[config.mk]
export PLATFORM = sky130hd
export DESIGN_NAME = seq_muldiv_core
export DESIGN_NICKNAME = d
export VERILOG_FILES = /design/src/rtl/alu_pkg.sv /design/src/rtl/c2_negate.sv /design/src/rtl/seq_muldiv_core.sv
export SDC_FILE = /design/constraint.sdc
export NUM_CORES = 1
export LEC_CHECK = 0
export BUFFER_PORTS_ARGS = -buffer_cell sky130_fd_sc_hd__buf_4
export CAP_MARGIN = 30
export CORE_UTILIZATION = 32
export DETAILED_ROUTE_END_ITERATION = 8
export GPL_TIMING_DRIVEN = 0
export PLACE_DENSITY = 0.6
export SLEW_MARGIN = 20
export SYNTH_ARGS = -nofsm -noshare
export SYNTH_HDL_FRONTEND = slang
export SYNTH_SLANG_ARGS = --single-unit
[constraint.sdc]
create_clock -name clk -period 8.3 [get_ports clk]
set_input_delay 1.66 -clock clk [delete_from_list [all_inputs] [get_ports clk]]
set_output_delay 1.66 -clock clk [all_outputs]
set_load 0.05 [all_outputs]
[src/rtl/alu_pkg.sv]
// Shared constants for the ALU multiply/divide/negate path:
// op field encodings, op bit positions and the sequencer state encoding.
package alu_pkg;

  localparam logic [1:0] OP_MUL = 2'b00;
  localparam logic [1:0] OP_DIV = 2'b01;
  localparam logic [1:0] OP_NEG = 2'b10;
  localparam logic [1:0] OP_ILL = 2'b11;

  localparam int OPB_SIGNED = 1;
  localparam int OPB_W16    = 0;

  typedef enum logic [2:0] {
    ST_IDLE,
    ST_PREP,
    ST_RUN,
    ST_FIX,
    ST_DONE
  } state_e;

endpackage

[src/rtl/c2_negate.sv]
// Two's-complement negation with bypass; used for both operands and the results.
module c2_negate #(
  parameter int WIDTH = 16
) (
  input  logic [WIDTH-1:0] x_i,
  input  logic             en_i,
  output logic [WIDTH-1:0] y_o
);

  assign y_o = en_i ? (~x_i + WIDTH'(1)) : x_i;

endmodule

[src/rtl/seq_muldiv_core.sv]
// Iterative sign-magnitude multiply / restoring divide / negate unit.
// Operands are made positive, an unsigned loop runs, then the result takes its sign back.
module seq_muldiv_core
  import alu_pkg::*;
#(
  parameter int W    = 16,
  parameter int CNTW = 5
) (
  input  logic         clk,
  input  logic         rst,
  input  logic         start,
  input  logic [3:0]   op,
  input  logic [W-1:0] a,
  input  logic [W-1:0] b,
  input  logic [W-1:0] d,
  input  logic         c2inA,
  input  logic         c2inB,
  input  logic         c2out,
  output logic         busy,
  output logic         done,
  output logic [W-1:0] result_lo,
  output logic [W-1:0] result_hi,
  output logic         dz,
  output logic         ovf
);

  localparam int H = W / 2;

  state_e          state_q, state_d;
  logic [1:0]      kind_q;
  logic            w16_q;
  logic [W-1:0]    a_q, b_q, d_q;
  logic            c2a_q, c2b_q, c2o_q;
  logic [2*W-1:0]  acc_q, mcand_q;
  logic [W-1:0]    opb_q, rem_q, dlo_q, quot_q;
  logic [CNTW-1:0] cnt_q;
  logic [W-1:0]    res_lo_q, res_hi_q;
  logic            dz_q, ovf_q;

  // Sign handling is fully described by the c2 controls; the signed bit is informational.
  logic unused_signed;
  assign unused_signed = op[OPB_SIGNED];

  logic            accept;
  logic [W-1:0]    mask_n;
  logic [2*W-1:0]  mask_2n;
  logic [CNTW-1:0] cnt_last;

  assign accept   = (state_q == ST_IDLE) && start;
  assign mask_n   = w16_q ? {W{1'b1}} : {{H{1'b0}}, {H{1'b1}}};
  assign mask_2n  = w16_q ? {(2*W){1'b1}} : {{W{1'b0}}, {W{1'b1}}};
  assign cnt_last = w16_q ? CNTW'(W - 1) : CNTW'(H - 1);

  logic [2*W-1:0] a_src, a_neg, dvd;
  logic [W-1:0]   b_neg, b_mag, a_mag, dvd_hi, dvd_lo;
  logic           div_by_zero;

  assign a_src = (kind_q == OP_DIV && w16_q) ? {d_q, a_q} : {{W{1'b0}}, a_q};

  c2_negate #(.WIDTH(2*W)) u_neg_a (.x_i(a_src), .en_i(c2a_q), .y_o(a_neg));
  c2_negate #(.WIDTH(W))   u_neg_b (.x_i(b_q),   .en_i(c2b_q), .y_o(b_neg));

  assign b_mag       = b_neg & mask_n;
  assign a_mag       = a_neg[W-1:0] & mask_n;
  assign dvd         = a_neg & mask_2n;
  assign dvd_hi      = w16_q ? dvd[2*W-1:W] : {{H{1'b0}}, dvd[W-1:H]};
  // The low dividend half is left-aligned so the loop always shifts out bit W-1.
  assign dvd_lo      = w16_q ? dvd[W-1:0] : {dvd[H-1:0], {H{1'b0}}};
  assign div_by_zero = (b_mag == '0);

  logic [W:0]   trial;
  logic [W-1:0] diff;
  logic         qbit;

  assign trial = {rem_q, dlo_q[W-1]};
  assign qbit  = (trial >= {1'b0, opb_q});
  assign diff  = trial[W-1:0] - opb_q;

  logic [2*W-1:0] fix_src, fix_neg, prod;
  logic [W-1:0]   rem_neg;

  assign fix_src = (kind_q == OP_MUL) ? acc_q : {{W{1'b0}}, quot_q};

  c2_negate #(.WIDTH(2*W)) u_neg_res (.x_i(fix_src), .en_i(c2o_q), .y_o(fix_neg));
  c2_negate #(.WIDTH(W))   u_neg_rem (.x_i(rem_q),   .en_i(c2a_q), .y_o(rem_neg));

  assign prod = fix_neg & mask_2n;

  always_ff @(posedge clk or posedge rst) begin
    if (rst) state_q <= ST_IDLE;
    else     state_q <= state_d;
  end

  // Short operations still pass through FIX so every result is written from one place.
  always_comb begin
    state_d = state_q;
    case (state_q)
      ST_IDLE: if (start) state_d = ST_PREP;
      ST_PREP: state_d = (kind_q == OP_MUL || (kind_q == OP_DIV && !div_by_zero))
                         ? ST_RUN : ST_FIX;
      ST_RUN:  if (cnt_q == cnt_last) state_d = ST_FIX;
      ST_FIX:  state_d = ST_DONE;
      ST_DONE: state_d = ST_IDLE;
      default: state_d = ST_IDLE;
    endcase
  end

  always_ff @(posedge clk or posedge rst) begin
    if (rst) begin
      kind_q   <= '0;
      w16_q    <= 1'b0;
      a_q      <= '0;
      b_q      <= '0;
      d_q      <= '0;
      c2a_q    <= 1'b0;
      c2b_q    <= 1'b0;
      c2o_q    <= 1'b0;
      acc_q    <= '0;
      mcand_q  <= '0;
      opb_q    <= '0;
      rem_q    <= '0;
      dlo_q    <= '0;
      quot_q   <= '0;
      cnt_q    <= '0;
      res_lo_q <= '0;
      res_hi_q <= '0;
      dz_q     <= 1'b0;
      ovf_q    <= 1'b0;
    end else begin
      if (accept) begin
        kind_q <= op[3:2];
        w16_q  <= op[OPB_W16];
        a_q    <= a;
        b_q    <= b;
        d_q    <= d;
        c2a_q  <= c2inA;
        c2b_q  <= c2inB;
        c2o_q  <= c2out;
        dz_q   <= 1'b0;
        ovf_q  <= 1'b0;
      end
      case (state_q)
        ST_PREP: begin
          acc_q   <= (kind_q == OP_NEG) ? {{W{1'b0}}, a_mag} : '0;
          mcand_q <= {{W{1'b0}}, a_mag};
          opb_q   <= b_mag;
          rem_q   <= dvd_hi;
          dlo_q   <= dvd_lo;
          quot_q  <= '0;
          cnt_q   <= '0;
          if (kind_q == OP_DIV) begin
            dz_q  <= div_by_zero;
            ovf_q <= !div_by_zero && (dvd_hi >= b_mag);
          end
        end
        ST_RUN: begin
          cnt_q <= cnt_q + CNTW'(1);
          if (kind_q == OP_MUL) begin
            if (opb_q[0]) acc_q <= acc_q + mcand_q;
            mcand_q <= mcand_q << 1;
            opb_q   <= opb_q >> 1;
          end else begin
            rem_q  <= qbit ? diff : trial[W-1:0];
            dlo_q  <= dlo_q << 1;
            quot_q <= {quot_q[W-2:0], qbit};
          end
        end
        ST_FIX: begin
          case (kind_q)
            OP_MUL: begin
              res_lo_q <= prod[W-1:0];
              res_hi_q <= prod[2*W-1:W];
            end
            OP_DIV: begin
              res_lo_q <= dz_q ? mask_n : (fix_neg[W-1:0] & mask_n);
              res_hi_q <= dz_q ? mask_n : (rem_neg & mask_n);
            end
            OP_NEG: begin
              res_lo_q <= acc_q[W-1:0];
              res_hi_q <= '0;
            end
            default: begin
              res_lo_q <= '0;
              res_hi_q <= '0;
            end
          endcase
        end
        default: ;
      endcase
    end
  end

  assign busy      = (state_q == ST_PREP) || (state_q == ST_RUN) || (state_q == ST_FIX);
  assign done      = (state_q == ST_DONE);
  assign result_lo = res_lo_q;
  assign result_hi = res_hi_q;
  assign dz        = dz_q;
  assign ovf       = ovf_q;

endmodule

==> results of run 1 <==
-- final timing paths --
check	start	end	slack [ns]
worst max-delay path	kind_q[0]$_DFFE_PP0P_	ovf$_DFF_PP0_	3.56
worst min-delay path	result_lo[10]$_DFFE_PP0P_	result_lo[10]$_DFFE_PP0P_	0.48
worst max register to register	kind_q[0]$_DFFE_PP0P_	ovf$_DFF_PP0_	3.56
worst min register to register	result_lo[10]$_DFFE_PP0P_	result_lo[10]$_DFFE_PP0P_	0.48
max in group asynchronous	rst	d_q[1]$_DFFE_PP0P_	6.03
min in group asynchronous	rst	acc_q[29]$_DFFE_PP0P_	1.09
-- synth_stat cells (4+ instances only) --
library cell    n  area share [%]
o21a_1         23             1.2
and2_1         10            0.42
a211oi_1       15            0.75
xor2_1         44             2.6
xnor2_1        78             4.6
o221ai_1       23             1.3
and3_1          8            0.33
a31oi_1        18            0.75
o31ai_1        19            0.95
nand3b_1        6            0.30
or4_1           6            0.30
nand4_1         8            0.33
nand2b_1       13            0.54
a22oi_1         7            0.35
a21o_1         44             2.2
nand2_1       227             5.7
buf_1           5            0.13
dfrtp_1       224              37
o41ai_1         7            0.41
o211ai_1       10            0.50
o21ai_2         4            0.23
or3_1          15            0.63
o21ai_0       122             4.1
nor3b_1         5            0.25
a21oi_1       126             4.2
nor3_1         31             1.0
mux2_2         49             3.7
buf_2           7            0.23
ha_1           68             5.7
nor4_1         13            0.54
o21ai_1        37             1.2
o22ai_1         7            0.29
a32oi_1         4            0.23
o21bai_1        7            0.35
nor2b_1        11            0.46
nand3_1        43             1.4
nor2_1        165             4.1
a221oi_1       18             1.1
mux2i_1        33             2.2
inv_1          50             1.3
clkbuf_1       83             2.1
-- layout make-up --
class	count	area [µm²]
plain buffers	97	377.9
clock buffers	30	674.4
multi-input cells	1372	8778
inverters	54	210.2
clock inverters	14	132.6
well taps	600	750.7
fillers	4723	28460
flip-flops and latches	224	5605
repair buffers	98	777.0
-- worst register-to-register path, stage by stage (launching register included) --
cell	delay, ns
dfrtp_1	0.46
buf_2	0.28
inv_2	0.15
nor2_1	0.41
clkbuf_1	0.46
buf_2	0.42
nand2_1	0.12
xnor2_1	0.15
a21oi_1	0.32
ha_1	0.30
a21o_1	0.16
a21o_1	0.17
a21o_1	0.17
a21o_1	0.17
a21o_1	0.19
a211oi_1	0.25
nor4_1	0.08
o21ai_1	0.27
o21ai_1	0.09
-- state kept, by name, indices dropped and copies added, names as in the netlist, 5 cells and up --
signal,count
acc_q,32
mcand_q,32
a_q,16
b_q,16
d_q,16
dlo_q,16
opb_q,16
quot_q,16
rem_q,16
result_hi,16
result_lo,16
cnt_q,5
-- cell families after synthesis --
| group | Yosys count |
|---|---|
| AOI/OAI and AO/OA | 521 |
| xor gates and xnor gates | 122 |
| adders and majority gates | 70 |
| buffers and inverters | 151 |
| DFF | 224 |
| muxes | 82 |
| and+or+nand+nor | 577 |
-- power by group --
group | internal [mW] | switching (mW) | total [mW]
Combinational | 1.92 | 3.26 | 5.19
Sequential | 1.52 | 0.512 | 2.03
Clock | 0.640 | 0.491 | 1.13
-- metrics by stage --
step           std cells  util, %
6_report            2489    37.81
4_1_cts             2487    37.78
5_1_grt             2489    37.81
3_5_place_dp        2443    36.02
2_1_floorplan       1747        -
3_3_place_gp        2439    35.84
-- per-layer routing --
layer,global-route usage (%),vias to the layer above,part of all wire (%)
met3,3.814,104,6.9
met5,0,-,0
met1,29.25,6663,45
met4,8.065,0,3.6
li1,-,6514,-
met2,33.59,532,45
==> flow_summary.yaml, run 1 <==
run_status:
  status: "finished, final reports clean"
clock_network:
  clock_latency_ns: 0.56
  clkSinkCount: 224
  root_buffer: "clkbuf_16"
  h-tree-depth: 1
  cts_setup_buffers: 0
  numCtsBuffers: 25
  clockBufferDepth: 3
  cts_hold_buffers: 0
  ctsResizeCount: 0
  clkTransAtPathRegs_ns: 0.07
  cts_tree: "done"
pwr:
  power.total_mw: 8.352
  leakage_nw: 7.565
  powerDensity_nw_per_um2: 482.6
  peakVddDrop_mv: 0.2427
sta:
  fin_crit_sh_pct: 57.10
  finalHoldViolations: 0
  tns_ns: 0
  max_freq_mhz: 211.0
  grt_setup_unrepaired: "false"
  skew_ns: 0.02892
  setup_viol: 0
  period_needed_ns: 4.739
  whs_ns: 0.4805
  tightest_slew_ns: 1.008
  relSlewSlack_pct: 32.83
  worst_slack_ns: 3.561
  slew_violations: 0
layout:
  layout_common_cells: "nand2_1, dfrtp_1, nor2_1, a21oi_1, o21ai_0"
  final_nets: 2000
  diodes: 0
  syn2layout_area_growth_pct: 15.65
  final_cell_area_um2: 17310
  final_common_cell: "nand2_1"
  drive_gt1_share_pct: 11.96
place:
  dpl_cell_area_um2: 16490
  pre_cts_ws_ns: 3.673
  hpwl_um: 39930
  globalplace.congestion: 0.9742
  portBuffers: 92
critical_path:
  critical_path_class: "reg2reg"
  crit_arrival_ns: 5.17
  crit_required_ns: 8.73
  cp_slowest_cell: "dfrtp_1"
  path_depth: 18
  ff2ff_path_depth: 18
  path_buf_inv: 4
  slowest_delay_ns: 0.46
  crit_top_cell: "a21o_1"
  worstPathMaxFanout: 10
  setup.worst_path.start_class: "flip-flop"
  crit_path_end_kind: "flip-flop"
  worstPathCellList: "buf_2, inv_2, nor2_1, clkbuf_1, buf_2, nand2_1, xnor2_1, a21oi_1, ha_1, a21o_1, a21o_1, a21o_1, a21o_1, a21o_1, a211oi_1, nor4_1, o21ai_1, o21ai_1"
  cp_top_family: "compound AO/OA/AOI/OAI gates"
yosys:
  async_flop_share_pct: 100.0
  yosys-mux-area-fraction_pct: 5.895
  ys_warn_count: 0
  synthXorXnorAreaFrac_pct: 7.140
  synth_top_family_by_area: "compound AO/OA/AOI/OAI gates"
  ys_seq_area_share_pct: 37.46
  yosys_most_used_dff: "dfrtp_1"
  synth_compound_area_share_pct: 22.17
  synth_nets: 1875
  ys_ff_latch: 224
  synthCells: 1747
  avgSynthCellArea_um2: 8.566
  yosys.area_share.simple_pct: 17.51
  yosysUniqueCellTypes: 81
  synth_edf_count: 0
  syn_area_um2: 14960
  synthAdderAreaFrac_pct: 5.953
drt:
  wire_per_inst_um: 20.47
  dr.pass1.iters: 5
  vias: 13810
  drtIter0Drc: 1090
  drtAntennaViolNets: 0
  vias_per_cell: 5.550
  drc: 0
  wl_um: 50960
min_path:
  hold_depth: 1
  hold_path_class: "reg2reg"
grt:
  overflow: 0
  grt_pass1_wl_um: 78850
  grt_max_degree: 98
  gr-usage-all-layers_pct: 21.43
  grt_pass1_vias: 13380
  antenna_found_initial: 1
floorplan:
  die_w_um: 218.3
  rows: 78
  initial_utilization_pct: 32.69
  fp.dieH_um: 218.3
  die-area_um2: 47630
  num_io_pins: 94
  design.core.area_um2: 45770
flow_run:
  drv_cap: 0
Power figures use the tool's default switching activity.
==> run 2, diff against run 1 <==
--- a/config.mk
+++ b/config.mk
@@ -10,7 +10,7 @@
 export CORE_UTILIZATION = 32
 export DETAILED_ROUTE_END_ITERATION = 8
 export GPL_TIMING_DRIVEN = 0
-export PLACE_DENSITY = 0.6
+export PLACE_DENSITY = 0.58
 export SLEW_MARGIN = 20
 export SYNTH_ARGS = -nofsm -noshare
 export SYNTH_HDL_FRONTEND = slang
==> constraint.sdc (replaced) <==
create_clock -name clk -period 4.6 [get_ports clk]
set_input_delay 0.92 -clock clk [delete_from_list [all_inputs] [get_ports clk]]
set_output_delay 0.92 -clock clk [all_outputs]
set_load 0.05 [all_outputs]
==> flow_summary.yaml, run 2 (synthesis gave the netlist of run 1 again) <==
clock_network:
  clock_latency_ns: 0.56
  numCtsBuffers: 27
  clkTransAtPathRegs_ns: 0.06
  cts_tree: "done"
  h-tree-depth: 1
  clockBufferDepth: 3
  clkSinkCount: 224
  root_buffer: "clkbuf_16"
  cts_hold_buffers: 0
layout:
  diodes: 0
  drive_gt1_share_pct: 12.59
  top_regs: "acc_q: 32 flops, mcand_q: 32 flops"
  layout_common_cells: "nand2_1, dfrtp_1, nor2_1, a21oi_1, o21ai_0"
  final_nets: 2007
  final_common_cell: "nand2_1"
  syn2layout_area_growth_pct: 17.39
drt:
  drtIter0Drc: 969
  vias: 13860
  wire_per_inst_um: 20.55
  dr.pass1.iters: 6
  drtAntennaViolNets: 0
  vias_per_cell: 5.548
  drc: 0
  wl_um: 51350
floorplan:
  design.core.area_um2: 45770
  num_io_pins: 94
  die_w_um: 218.3
  initial_utilization_pct: 32.69
  fp.dieH_um: 218.3
  rows: 78
  die-area_um2: 47630
sta:
  max_freq_mhz: 225.8
  setup_viol: 0
  finalHoldViolations: 0
  period_needed_ns: 4.429
  tns_ns: 0
  relSlewSlack_pct: 32.58
  whs_ns: 0.3470
  slew_violations: 0
  grt_setup_unrepaired: "false"
  fin_crit_sh_pct: 96.28
  worst_slack_ns: 0.1709
  skew_ns: 0.02402
  tightest_slew_ns: 1.008
critical_path:
  crit_start: "kind_q[0]$_DFFE_PP0P_"
  cp_top_family: "compound AO/OA/AOI/OAI gates"
  crit_required_ns: 5.03
  path_buf_inv: 4
  cp_slowest_cell: "dfrtp_1"
  crit_top_cell: "a21o_1"
  path_depth: 18
  crit_arrival_ns: 4.86
  worstPathCellList: "buf_2, inv_2, nor2_1, clkbuf_2, clkbuf_4, nand2_1, xnor2_1, a21oi_2, ha_1, a21o_1, a21o_1, a21o_1, a21o_1, a21o_1, a211oi_1, nor4_1, o21ai_1, o21ai_1"
  setup.worst_path.start_class: "flip-flop"
  regToRegSetupSlack_ns: 0.17
  critical_path_class: "reg2reg"
  slowest_delay_ns: 0.47
  r2r-start: "kind_q[0]$_DFFE_PP0P_"
  crit_path_end_kind: "flip-flop"
  worstPathMaxFanout: 10
  ff2ff_path_depth: 18
grt:
  grt_pass1_wl_um: 81260
  grt_pass1_vias: 13700
  antenna_found_initial: 1
  gr-usage-all-layers_pct: 21.94
  overflow: 0
  grt_max_degree: 36
min_path:
  hold_path_class: "in2async"
place:
  globalplace.congestion: 0.9850
  hpwl_um: 40860
  pre_cts_ws_ns: -0.1089
  portBuffers: 92
run_status:
  status: "finished, final reports clean"
pwr:
  powerDensity_nw_per_um2: 873.3
  leakage_nw: 7.674
  peakVddDrop_mv: 0.5236
flow_run:
  drv_cap: 0
==> run 2: cell type report <==
cell class	instances	area, µm²
clock inverters	13	176.4
repair buffers	103	892.1
flip-flops and latches	224	5605
well taps	600	750.7
clock buffers	36	739.5
inverters	54	206.4
fillers	4658	28200
multi-input cells	1372	8815
plain buffers	97	381.6
==> run 2: layer usage <==
metal  GRT usage [%]  up-vias  wire length, µm
li1                -     6537                -
met4           6.830        0             1502
met5               0        -                0
met2           35.33      477            23300
met3           2.756       91             2953
met1           30.43     6759            23600
==> run 2: repair_timing <==
item | CTS | global route
pin swaps | 0 | 0
setup endpoints to repair | 1 | 1
buffers inserted | 0 | 0
resized for setup | 1 | 7
hold endpoints to repair | 0 | 0
==> run 2: path summary, 6_finish.rpt <==
check	endpoint
worst max-delay path	ovf$_DFF_PP0_
worst min-delay path	result_hi[3]$_DFFE_PP0P_
worst max register to register	ovf$_DFF_PP0_
worst min register to register	result_lo[5]$_DFFE_PP0P_
max in group asynchronous	a_q[13]$_DFFE_PP0P_
min in group clk	result_lo[5]$_DFFE_PP0P_
==> run 2: through the flow <==
| stage | total power [mW] | std cells | util [%] | cell area, µm² |
|---|---|---|---|---|
| after floorplan | 10.02 | 1747 | - | 14970 |
| after global placement | 12.77 | 2439 | 35.85 | 16410 |
| after detailed placement | 12.94 | 2450 | 36.29 | 16610 |
| after CTS | 15.23 | 2499 | 38.29 | 17530 |
| after global routing | 16.47 | 2499 | 38.38 | 17570 |
| final | 15.34 | 2499 | 38.38 | 17570 |
==> run 2: power breakdown <==
part / switching [mW] / total (mW) / leakage, nW / internal, mW
clock: 0.889 / 2.24 / 0.442 / 1.35
sequential: 0.944 / 3.69 / 2.82 / 2.75
combinational: 5.91 / 9.41 / 4.42 / 3.50
